### src/rtl/mem_stage_pkg.sv
// Shared definitions for the memory-access stage: handshake FSM states
// and the write-back source select codes.
package mem_stage_pkg;

  typedef logic [1:0] state_t;

  localparam state_t IDLE = 2'd0;
  localparam state_t BUSY = 2'd1;
  localparam state_t DONE = 2'd2;

  localparam logic [1:0] WB_SEL_ALU = 2'b00;
  localparam logic [1:0] WB_SEL_MEM = 2'b01;
  localparam logic [1:0] WB_SEL_IN  = 2'b10;
  localparam logic [1:0] WB_SEL_WD  = 2'b11;

endpackage

### src/rtl/dmem_handshake.sv
// Data-memory req/ack handshake: issues one access per memory instruction,
// waits a bounded number of cycles for the ack, and keeps the returned data
// for the write-back stage. A missing ack sets a sticky error flag.
module dmem_handshake
  import mem_stage_pkg::*;
#(
  parameter int DW       = 8,
  parameter int AW       = 8,
  parameter int MAX_WAIT = 15
) (
  input  logic          clk,
  input  logic          reset,
  input  logic          rd_en,
  input  logic          wr_en,
  input  logic [AW-1:0] mem_addr,
  input  logic [DW-1:0] mem_wd,
  output logic          dmem_req,
  output logic          dmem_we,
  output logic [AW-1:0] dmem_addr,
  output logic [DW-1:0] dmem_wdata,
  input  logic [DW-1:0] dmem_rdata,
  input  logic          dmem_ack,
  output logic          dmem_err,
  output logic [DW-1:0] rdata_q,
  output state_t        state
);

  localparam int CW = $clog2(MAX_WAIT + 1);

  logic [CW-1:0] wait_cnt;
  logic          access;

  assign access = rd_en | wr_en;

  // IDLE launches the request, BUSY waits for ack or timeout, DONE lets the
  // stalled instruction retire once without re-issuing its access.
  always_ff @(posedge clk) begin
    if (!reset) begin
      state      <= IDLE;
      dmem_req   <= 1'b0;
      dmem_we    <= 1'b0;
      dmem_addr  <= '0;
      dmem_wdata <= '0;
      dmem_err   <= 1'b0;
      rdata_q    <= '0;
      wait_cnt   <= '0;
    end else begin
      case (state)
        IDLE: begin
          wait_cnt <= '0;
          if (access) begin
            dmem_req   <= 1'b1;
            dmem_we    <= wr_en;
            dmem_addr  <= mem_addr;
            dmem_wdata <= mem_wd;
            state      <= BUSY;
          end
        end
        BUSY: begin
          if (dmem_ack) begin
            rdata_q  <= dmem_rdata;
            dmem_req <= 1'b0;
            state    <= DONE;
          end else if (wait_cnt == CW'(MAX_WAIT - 1)) begin
            rdata_q  <= '0;
            dmem_req <= 1'b0;
            dmem_err <= 1'b1;
            state    <= DONE;
          end else begin
            wait_cnt <= wait_cnt + CW'(1);
          end
        end
        DONE: begin
          state <= IDLE;
        end
        default: begin
          state <= IDLE;
        end
      endcase
    end
  end

endmodule

### src/rtl/mem_access_stage.sv
// Memory stage of the 8-bit pipeline: runs data-memory accesses through the
// handshake block, stalls upstream while one is outstanding, drives the
// output port and loads the MEM/WB register.
module mem_access_stage
  import mem_stage_pkg::*;
#(
  parameter int DW       = 8,
  parameter int AW       = 8,
  parameter int MAX_WAIT = 15
) (
  input  logic          clk,
  input  logic          reset,
  input  logic          wr_en_regf_M,
  input  logic          wr_en_dmem_M,
  input  logic          rd_en_M,
  input  logic          out_port_sel_M,
  input  logic          is_ret_M,
  input  logic [1:0]    mux_rdata_sel_M,
  input  logic [DW-1:0] alu_out_M,
  input  logic [1:0]    rd_M,
  input  logic [DW-1:0] IN_PORT_M,
  input  logic [AW-1:0] mem_addr_M,
  input  logic [DW-1:0] mem_wd_M,
  output logic          dmem_req,
  output logic          dmem_we,
  output logic [AW-1:0] dmem_addr,
  output logic [DW-1:0] dmem_wdata,
  input  logic [DW-1:0] dmem_rdata,
  input  logic          dmem_ack,
  output logic          stall_M,
  output logic          dmem_err,
  output logic [DW-1:0] OUT_PORT,
  output logic          wr_en_regf_W,
  output logic [1:0]    rd_W,
  output logic [DW-1:0] wb_data_W,
  output logic [DW-1:0] ret_pc_W,
  output logic          ret_valid_W
);

  state_t        state;
  logic [DW-1:0] rdata_q;
  logic [DW-1:0] wb_next;
  logic          access_M;
  logic          load_wb;
  logic          ret_done;

  dmem_handshake #(
    .DW       (DW),
    .AW       (AW),
    .MAX_WAIT (MAX_WAIT)
  ) u_handshake (
    .clk        (clk),
    .reset      (reset),
    .rd_en      (rd_en_M),
    .wr_en      (wr_en_dmem_M),
    .mem_addr   (mem_addr_M),
    .mem_wd     (mem_wd_M),
    .dmem_req   (dmem_req),
    .dmem_we    (dmem_we),
    .dmem_addr  (dmem_addr),
    .dmem_wdata (dmem_wdata),
    .dmem_rdata (dmem_rdata),
    .dmem_ack   (dmem_ack),
    .dmem_err   (dmem_err),
    .rdata_q    (rdata_q),
    .state      (state)
  );

  assign access_M = rd_en_M | wr_en_dmem_M;
  assign stall_M  = ((state == IDLE) && access_M) || (state == BUSY);
  assign load_wb  = ((state == IDLE) && !access_M) || (state == DONE);
  assign ret_done = (state == DONE) && is_ret_M && rd_en_M;

  // Select the write-back value; memory data is only meaningful in DONE.
  always_comb begin
    wb_next = alu_out_M;
    case (mux_rdata_sel_M)
      WB_SEL_ALU: wb_next = alu_out_M;
      WB_SEL_MEM: wb_next = (state == DONE) ? rdata_q : '0;
      WB_SEL_IN:  wb_next = IN_PORT_M;
      WB_SEL_WD:  wb_next = mem_wd_M;
      default:    wb_next = alu_out_M;
    endcase
  end

  // MEM/WB register and output port: load on non-stalled cycles, bubble otherwise.
  always_ff @(posedge clk) begin
    if (!reset) begin
      wr_en_regf_W <= 1'b0;
      rd_W         <= '0;
      wb_data_W    <= '0;
      ret_pc_W     <= '0;
      ret_valid_W  <= 1'b0;
      OUT_PORT     <= '0;
    end else begin
      wr_en_regf_W <= load_wb ? wr_en_regf_M : 1'b0;
      ret_valid_W  <= ret_done;
      if (load_wb) begin
        rd_W      <= rd_M;
        wb_data_W <= wb_next;
      end
      if (ret_done) begin
        ret_pc_W <= rdata_q;
      end
      if (load_wb && out_port_sel_M) begin
        OUT_PORT <= alu_out_M;
      end
    end
  end

endmodule

### config.mk
export PLATFORM = sky130hd
export DESIGN_NAME = mem_access_stage
export DESIGN_NICKNAME = d
export VERILOG_FILES = /design/src/rtl/mem_stage_pkg.sv /design/src/rtl/dmem_handshake.sv /design/src/rtl/mem_access_stage.sv
export SDC_FILE = /design/constraint.sdc
export NUM_CORES = 1
export LEC_CHECK = 0
export ABC_AREA = 1
export CORE_ASPECT_RATIO = 1.2
export CORE_MARGIN = 2
export CORE_UTILIZATION = 46
export CTS_BUF_LIST = sky130_fd_sc_hd__clkbuf_16
export CTS_CLUSTER_SIZE = 25
export DETAILED_ROUTE_END_ITERATION = 12
export PLACE_DENSITY = 0.84
export SLEW_MARGIN = 20
export SYNTH_ARGS = -nofsm -noshare
export SYNTH_HDL_FRONTEND = slang
export SYNTH_SLANG_ARGS = --single-unit
### constraint.sdc
create_clock -name clk -period 3.9 [get_ports clk]
set_clock_uncertainty 0.15 [all_clocks]
set_input_delay 1.17 -clock clk [delete_from_list [all_inputs] [get_ports clk]]
set_output_delay 1.17 -clock clk [all_outputs]
set_load 0.01 [all_outputs]
==> results_dict.tcl, run 1 <==
set metrics [dict create \
    antenna_found_initial 0 \
    grt-ovfl-total 0 \
    worst_path_dominant_cell_family "buffers and inverters" \
    grt_pass1_vias 2485 \
    arrival_ps 2480 \
    slowest_stage "clkdlybuf4s50_1" \
    rsz0062_at_grt "false" \
    r2r_cells 9 \
    synth_nets 417 \
    drt_iter0_drc 195 \
    synth-xor-area-share_pct 0 \
    r2r_end "u_handshake.wait_cnt[3]" \
    worst_slew_pin_slew_ps 491 \
    path_class "input pin to output port" \
    core_area_um2 5260 \
    worst_slack_ps 104 \
    critPathLaunchType "input pin" \
    fin_nets 519 \
    cts_inserted_buffers 9 \
    synth_cell_types 22 \
    finish.utilization_pct 72.0 \
    syn_inst 363 \
    min-delay-start "rd_W[1]" \
    crit_path_max_incr_delay_ps 530 \
    cp_data_required_time_ps 2580 \
    n_antenna_cell 0 \
    synth.avg_cell_area_um2 6.87 \
    crit_chain "clkdlybuf4s50_1, inv_1, nand2_1, nand3_1, nand2_1, clkdlybuf4s50_1" \
    cts_buffer_depth 2 \
    portBuffers 99 \
    firstDrtPassIters 5 \
    ys_seq_area_share_pct 48.9 \
    wirelength_um 6980 \
    synth_top_family_by_area "simple AND/OR/NAND/NOR gates" \
    whs_endpoint "rd_W[1]" \
    status "complete, no violations" \
    grt_max_degree 37 \
    critPathMaxFanout 2 \
    hpwl_um 4960 \
    ios 100 \
    fin_crit_ps 3800 \
    path_buf_inv 3 \
    setup_viol 0 \
    synthSimpleGateAreaFrac_pct 34.2 \
    clk_latency_ps 320 \
    ys_ff_latch 61 \
    dp_cells 516 \
    num_rows 29 \
    min_period_over_period_pct 97.3 \
    fmax_ghz 0.263 \
    area_growth_pct 51.8 \
    clock-root-buffer "clkbuf_16" \
    power_density_nw_per_um2 435 \
    end_kind "output port" \
    die_h_um 84.7 \
    drc 0 \
    fin_total_pwr_mw 1.65 \
    synth-compound-area-share_pct 9.78 \
    cts_sinks 61 \
    yosys-mux-area-fraction_pct 0 \
    grt_pass1_wl_um 11400 \
    r2r_slack_ps 2010 \
    grtUsageTotal_pct 24.2 \
    clk_pin_slew_ps 50 \
    slew_headroom_pct 67.1 \
    critPathLaunch "wr_en_dmem_M" \
    vias_per_cell 5.01 \
    holdPathStages 2 \
    ant_nets 0 \
    die-area_um2 6030 \
    hp-class "flip-flop to flip-flop" \
    hold_viol_final 0 \
    p_leak_nw 1.64 \
    initial_core_util_pct 47.4 \
    hold_buffers 0 \
    final_cells 532 \
    setup_tns_ps 0 \
    cts_setup_buffers 0 \
    synthAdderAreaFrac_pct 1.00 \
    post_cts_resized 0 \
    vias 2664 \
    reg2reg_from "u_handshake.wait_cnt[0]" \
    yosysWarnings 0 \
    synth_area_um2 2490 \
    htree_levels 3 \
    fillers 443 \
    cts_tree "yes" \
    cap_violations 0 \
    gp_congestion 0.808 \
    vdd_drop_max_v 0.000363 \
    slew_violations 0 \
    drive_gt1_share_pct 5.11 \
    dp_slack_ps 111 \
    wire_per_inst_um 13.1 \
    dieWidth_um 71.2 \
]
sequential cells by signal, summed over array words and instances, names as in the netlist:
register	cells
u_handshake.dmem_we	1
ret_valid_W	1
wr_en_regf_W	1
u_handshake.dmem_err	1
OUT_PORT	8
u_handshake.dmem_addr	8
u_handshake.state	2
u_handshake.wait_cnt	4
wb_data_W	8
u_handshake.dmem_wdata	8
rd_W	2
ret_pc_W	8
u_handshake.rdata_q	8
u_handshake.dmem_req	1
metrics by stage:
stage / area, um2 / hold slack (ps)
floorplan: 2490 / 300
global placement: 3530 / 281
detailed placement: 3530 / 291
CTS: 3790 / 300
global route: 3790 / 326
finish: 3790 / 301
per-layer routing:
layer  wire length [um]  share of wire (%)  GRT usage [%]
met3                466                6.7           4.32
met2               3380                 48           40.2
met4                148                2.1           10.1
met5                  0                  0              0
met1               2990                 43           30.6
cells in the final DEF (no fill, tap or decap), drive strengths merged:
cell             n
ha               2
nor3             1
nand4            2
inv             24
a21oi           17
clkinvlp         1
clkdlybuf4s50   99
dfxtp           61
o21ai           31
nand3           14
nor2            95
clkinv           7
clkbuf           9
nand2          103
nand3b           1
buf              3
synth_stat cells (all sizes together):
master,instances,share of area [%]
inv,23,3.5
nand3,14,2.8
buf,7,1.7
o21ai,31,6.2
nor3,1,0.20
dfxtp,61,49
ha,2,1.0
clkbuf,4,0.60
nand2,103,16
nand4,2,0.50
nor2,95,15
a21oi,17,3.6
clkinv,2,0.30
nand3b,1,0.30
cell type report:
class	instances	area, um2	share of cell area [%]
clock buffers	9	225	5.95
clock inverters	7	33.8	0.892
flip-flops and latches	61	1220	32.2
multi-input cells	266	1120	29.6
well taps	62	77.6	2.05
repair buffers	102	1010	26.8
inverters	25	93.8	2.48
where the power goes:
group          leakage, nW  internal [mW]  switching (mW)
sequential           0.500          0.664          0.0229
combinational         1.01          0.140           0.130
clock                0.131          0.418           0.271
total                 1.64           1.22           0.424
tightest hold or removal path, cell delays in order (launching register included):
cell and delay (ps):
dfxtp_1 310, nand2_1 60, nand2_1 40
worst max-delay path by stage:
| stage | endpoint | slack, ps | cells after the start |
|---|---|---|---|
| global route | stall_M | 30 | 6 |
| finish | stall_M | 100 | 6 |
| detailed placement | stall_M | 110 | 6 |
| CTS | stall_M | 100 | 6 |
| floorplan | stall_M | 930 | 5 |
| global placement | stall_M | 130 | 6 |
cell families (layout without fill, tap and decap cells):
logic type | count (synthesis) | in the layout
and+or+nand+nor | 216 | 216
AOI/OAI and AO/OA | 48 | 48
buffers and inverters | 36 | 143
adders and majority gates | 2 | 2
DFF | 61 | 61
No activity file was read; power rests on OpenSTA's default activity.
==> inputs of run 2 (changes only) <==
- ABC_CLOCK_PERIOD_IN_PS: default -> 3900
==> results of run 2 <==
Final layout, timing and power as in run 1 (identical DEF).
